### src/rtl/prog_loader_pkg.sv
// Shared types and constants for the program-memory loader.
// Imported by the loader FSM and its RAM.
package prog_loader_pkg;

    typedef enum logic [1:0] {
        IDLE,
        LOAD,
        FILL,
        FINISH
    } state_t;

    localparam int unsigned PROG_DEPTH     = 256;
    localparam logic [7:0]  PROG_FILL_BYTE = 8'h00;

endpackage

### src/rtl/prog_ram.sv
// Program RAM: one write port, one registered read port.
// A same-address write and read returns the old byte.
module prog_ram
    import prog_loader_pkg::*;
#(
    parameter int ADDR_WIDTH = 8,
    parameter int DATA_WIDTH = 8,
    parameter int DEPTH      = PROG_DEPTH
) (
    input  logic                  clk,
    input  logic                  rst,
    input  logic                  we,
    input  logic [ADDR_WIDTH-1:0] waddr,
    input  logic [DATA_WIDTH-1:0] wdata,
    input  logic [ADDR_WIDTH-1:0] raddr,
    output logic [DATA_WIDTH-1:0] rdata
);

    logic [DATA_WIDTH-1:0] mem [DEPTH];

    always_ff @(posedge clk) begin
        if (we) begin
            mem[waddr] <= wdata;
        end
    end

    // Contents are never reset; only the fetch register is.
    always_ff @(posedge clk) begin
        if (rst) begin
            rdata <= '0;
        end else begin
            rdata <= mem[raddr];
        end
    end

endmodule

### src/rtl/prog_loader.sv
// Loads a byte stream into program RAM, zero-fills the tail,
// and holds the CPU in reset while doing so.
module prog_loader #(
    parameter int ADDR_WIDTH = 8,
    parameter int DATA_WIDTH = 8,
    parameter int LEN_WIDTH  = ADDR_WIDTH + 1
) (
    input  logic                  clk,
    input  logic                  rst,
    input  logic                  start,
    input  logic [LEN_WIDTH-1:0]  len,
    input  logic                  in_valid,
    input  logic [DATA_WIDTH-1:0] in_data,
    output logic                  in_ready,
    input  logic [ADDR_WIDTH-1:0] cpu_addr,
    output logic [DATA_WIDTH-1:0] cpu_data,
    output logic                  cpu_hold,
    output logic                  busy,
    output logic                  done,
    output logic                  err,
    output logic [LEN_WIDTH-1:0]  loaded_len
);

    import prog_loader_pkg::*;

    localparam int DEPTH = 2 ** ADDR_WIDTH;

    state_t                state;
    state_t                state_nxt;
    logic [ADDR_WIDTH-1:0] wr_ptr;
    logic [ADDR_WIDTH-1:0] wr_ptr_inc;
    logic [LEN_WIDTH-1:0]  remaining;
    logic [LEN_WIDTH-1:0]  len_q;
    logic                  len_ok;
    logic                  accept;
    logic                  beat;
    logic                  last_beat;
    logic                  we;
    logic [DATA_WIDTH-1:0] wdata;

    assign len_ok     = (len != '0) && (len <= LEN_WIDTH'(DEPTH));
    assign accept     = (state == IDLE) && start && len_ok;
    assign beat       = in_valid && in_ready;
    assign last_beat  = beat && (remaining == LEN_WIDTH'(1));
    assign wr_ptr_inc = wr_ptr + 1'b1;

    assign in_ready = (state == LOAD);
    assign busy     = (state != IDLE);
    assign cpu_hold = (state != IDLE);
    assign done     = (state == FINISH);

    assign we    = beat || (state == FILL);
    assign wdata = (state == FILL) ? DATA_WIDTH'(PROG_FILL_BYTE)
                                   : in_data;

    always_comb begin
        state_nxt = state;
        unique case (state)
            IDLE: begin
                if (accept) begin
                    state_nxt = LOAD;
                end
            end
            LOAD: begin
                // A full-depth load wraps the pointer and skips FILL.
                if (last_beat) begin
                    state_nxt = (wr_ptr_inc != '0) ? FILL : FINISH;
                end
            end
            FILL: begin
                if (&wr_ptr) begin
                    state_nxt = FINISH;
                end
            end
            FINISH: begin
                state_nxt = IDLE;
            end
        endcase
    end

    always_ff @(posedge clk) begin
        if (rst) begin
            state      <= IDLE;
            wr_ptr     <= '0;
            remaining  <= '0;
            len_q      <= '0;
            loaded_len <= '0;
            err        <= 1'b0;
        end else begin
            state <= state_nxt;
            err   <= (state == IDLE) && start && !len_ok;
            if (accept) begin
                wr_ptr    <= '0;
                remaining <= len;
                len_q     <= len;
            end
            if (beat) begin
                wr_ptr    <= wr_ptr_inc;
                remaining <= remaining - 1'b1;
            end
            if (state == FILL) begin
                wr_ptr <= wr_ptr_inc;
            end
            if (state == FINISH) begin
                loaded_len <= len_q;
            end
        end
    end

    prog_ram #(
        .ADDR_WIDTH (ADDR_WIDTH),
        .DATA_WIDTH (DATA_WIDTH),
        .DEPTH      (DEPTH)
    ) u_ram (
        .clk   (clk),
        .rst   (rst),
        .we    (we),
        .waddr (wr_ptr),
        .wdata (wdata),
        .raddr (cpu_addr),
        .rdata (cpu_data)
    );

endmodule

### config.mk
export PLATFORM = sky130hd
export DESIGN_NAME = prog_loader
export DESIGN_NICKNAME = d
export VERILOG_FILES = /design/src/rtl/prog_loader_pkg.sv /design/src/rtl/prog_ram.sv /design/src/rtl/prog_loader.sv
export SDC_FILE = /design/constraint.sdc
export NUM_CORES = 2
export LEC_CHECK = 0
export CELL_PAD_IN_SITES_DETAIL_PLACEMENT = 0
export CELL_PAD_IN_SITES_GLOBAL_PLACEMENT = 2
export CORE_MARGIN = 5
export CORE_UTILIZATION = 50
export DETAILED_ROUTE_END_ITERATION = 16
export DONT_BUFFER_PORTS = 1
export PLACE_DENSITY_LB_ADDON = 0.05
export SETUP_SLACK_MARGIN = 0.2
export SYNTH_ARGS = -nofsm -noshare
export SYNTH_HDL_FRONTEND = slang
export SYNTH_HIERARCHICAL = 1
export SYNTH_SLANG_ARGS = --single-unit
### constraint.sdc
create_clock -name clk -period 12.1 [get_ports clk]
set_input_delay 1.815 -clock clk [delete_from_list [all_inputs] [get_ports clk]]
set_output_delay 1.815 -clock clk [all_outputs]
set_load 0.05 [all_outputs]
==> qor.csv <==
stage,metric,value,unit
status,status,completed,
synth,synth_warnings,6,
critical_path,slowest_stage,nor3_1,
timing,fmax,0.1500,GHz
synth,synth-edff-count,2048,
grt,overflow,0,
timing,hold_violations,0,
critical_path,path_cells,buf_16 -> buf_16 -> buf_16 -> mux2i_1 -> o221ai_1 -> o21ai_0 -> nand3_1 -> nand4_1 -> nor3_1 -> o21bai_1,
synth,yosysMostFrequentCell,edfxtp_1,
grt,grt_pass1_wl,318500,um
critical_path,cp.depth,10,
die,die_height,416.4,um
critical_path,crit_path_frequent_cell,buf_16,
routing,drt_first_pass_iters,5,
synth,yosysSeqAreaShare,75.60,%
timing,period_minus_slack,6.665,ns
timing,final.setup.tns,0,ns
routing,vias_per_cell,6.286,
routing,drc,0,
critical_path,cp_top_family,buffers and inverters,
pwr,p_leak,28.80,nW
routing,detail-route-antenna-nets,0,
timing,relSlewSlack,5.344,%
die,dieArea,173400,um^2
clock_tree,cts.sinks,2094,
hold_path,min-delay-path-class,flop to flop,
timing,clock_skew,0.02949,ns
critical_path,path_max_fanout,165,
die,io_pins,51,
grt,antenna_found_initial,8,
synth,ys_types,80,
grt,grt_max_degree,664,
clock_tree,cts_tree,built,
critical_path,r2r_start,state[0],
critical_path,cp_num_buf_inv,3,
die,die_w,416.4,um
place,place_hpwl,134800,um
die,core_area,164600,um^2
clock_tree,hold_buffers,0,
critical_path,slowest_delay,0.95,ns
critical_path,cp_data_arrival_time,7.37,ns
critical_path,start_kind,input port,
cells_and_area,area_growth,10.50,%
critical_path,r2r_cells,9,
timing,post-route-period-util,55.08,%
critical_path,path_class,input port to flop,
synth,postSynthCellCount,4270,
synth,synth-async-reset-ratio,0,%
hold_path,hold_path_depth,2,
clock_tree,post_cts_buffers,0,
synth,synth_top_cell_by_area,edfxtp_1,
synth,synth_ff_type,edfxtp_1,
critical_path,crit_start,cpu_addr[0],
critical_path,critPathCaptureType,flop,
clock_tree,cts_resized,0,
place,finalWeightedCongestion,0.8102,
routing,drt_first_iter_violations,4331,
clock_tree,cts_made_buffers,212,
synth,ys_seq_elements,2094,
timing,rsz0062_at_grt,false,
cells_and_area,drive_above_1_share,16.81,%
die,num_rows,149,
pwr,vdd_drop_max,0.2323,mV
place,dp_worst_setup_slack,6.273,ns
clock_tree,cts_buffer_depth,3,
synth,avgSynthCellArea,19.34,um^2
grt,grt_pass1_vias,41610,
clock_tree,cts_max_level,4,
synth,netlist.area_leader.share,74.49,%
place,portBuffers,0,
clock_tree,clk_latency,0.84,ns
clock_tree,cts-root-buf,clkbuf_16,
timing,setup_viol,0,
hold_path,hp-start,len_q[1],
pwr,pwr_density_cell,175.0,nW/um^2
die,start_util,50.15,%
synth,syn-num-nets,4308,
grt,gr-usage-all-layers,25.83,%
routing,wl_per_cell,33.75,um
synth,synthTopCellsByArea,"edfxtp_1, mux4_2, mux2i_1",
timing,final_max_slew_viol_count,0,
synth,synth_common_cells,"edfxtp_1, nor2_1, mux2i_1, mux4_2, nand2_1",
cells_and_area,finalNetCount,4344,
clock_tree,cts.clk_slew.worst_paths,0.06,ns
routing,totalWireLength,225500,um
synth,netlist_area,82560,um^2
routing,vias,42000,
timing,worst_pin_slew,1.420,ns
job,maxCapViolCount,0,
critical_path,worstPathRequired,12.81,ns
timing,setup_slack,5.435,ns
registers in the layout, summed over array words and instances, names as in the netlist:
register     count
u_ram/mem     2048
len_q            9
loaded_len       9
remaining        9
u_ram/rdata      8
wr_ptr           8
state            2
err              1
per-layer routing:
layer  vias to the layer above  global-route usage, %  part of all wire (%)
li1                      17630                      -                     -
met1                     22390                  38.22                    43
met2                      1682                  39.88                    47
met3                       292                  5.309                   7.8
met4                         2                  6.491                   2.4
met5                         -                      0                0.0058
final cells by class:
cell class | instances | area [um^2]
clock inverter | 129 | 1200
antenna | 1 | 2.502
fill | 12590 | 73390
multi-input combinational | 1908 | 18350
sequential | 2094 | 62420
timing repair buffer | 78 | 728.2
clock buffer | 270 | 5742
tap | 2189 | 2739
inverter | 12 | 47.55
kinds of logic (layout without fill, tap and decap cells):
logic type               count (synthesis)  in the layout  synth area share (%)
buffers and inverters                  268            489                 2.305
adder cells (fa/ha/maj)                  9              9                0.1364
AND/OR/NAND/NOR                        724            724                 3.883
flip-flops                            2094           2094                 75.60
multiplexers                           693            693                 14.02
other                                    0              1                     0
XOR/XNOR                                 1              1               0.01061
AO/OA/AOI/OAI                          481            481                 4.046
cells in the final DEF (no fill, tap or decap), drive strengths merged, types with 5 or more instances in the layout:
master,synthesis,routed
a211oi,44,44
nor2,338,338
a2111oi,6,6
nand2,181,181
clkbuf,104,270
o22ai,107,107
edfxtp,2048,2048
o221ai,79,79
a22oi,40,40
mux2i,330,330
nor2b,23,23
dfxtp,46,46
a31oi,14,14
nand4,22,22
nor4,25,25
ha,9,9
buf,152,78
clkinv,0,96
or3,9,9
nor3,40,40
nand3b,5,5
nand3,51,51
o21ai,42,42
mux4,361,361
clkinvlp,0,8
inv,12,16
and3,5,5
a21oi,99,99
nor3b,5,5
bufinv,0,21
worst min-delay path: cells and delay by family, from the launching register on:
| kind | cells | cell delay [ns] |
|---|---|---|
| flip-flops | 1 | 0.31 |
| AND/OR/NAND/NOR | 1 | 0.05 |
| AO/OA/AOI/OAI | 1 | 0.05 |
power breakdown:
part / switching, W / internal (W)
Sequential: 0.0000386 / 0.00828
Combinational: 0.000875 / 0.000280
Clock: 0.00271 / 0.00379
per-stage QoR:
stage / hold slack [ns] / std cells / instance area (um^2) / util (%) / power (W)
final: 0.4502 / 6681 / 91230 / 55.42 / 0.01597
after global routing: 0.4841 / 6680 / 91230 / 55.42 / 0.01647
after CTS: 0.4524 / 6676 / 91120 / 55.35 / 0.01605
after detailed placement: 0.4437 / 6277 / 84180 / 51.14 / 0.009572
after global placement: 0.4403 / 6277 / 84170 / 51.13 / 0.009565
after floorplan: 0.4360 / 4270 / 82560 / - / 0.009270
worst paths after layout:
check	endpoint	slack [ns]
hold reg to reg	len_q[1]	0.45
setup / recovery	u_ram/rdata[6]	5.44
hold / removal	len_q[1]	0.45
setup reg to reg	u_ram/mem[68][5]	7.67
Note: power is estimated with default switching activity, not from simulation.
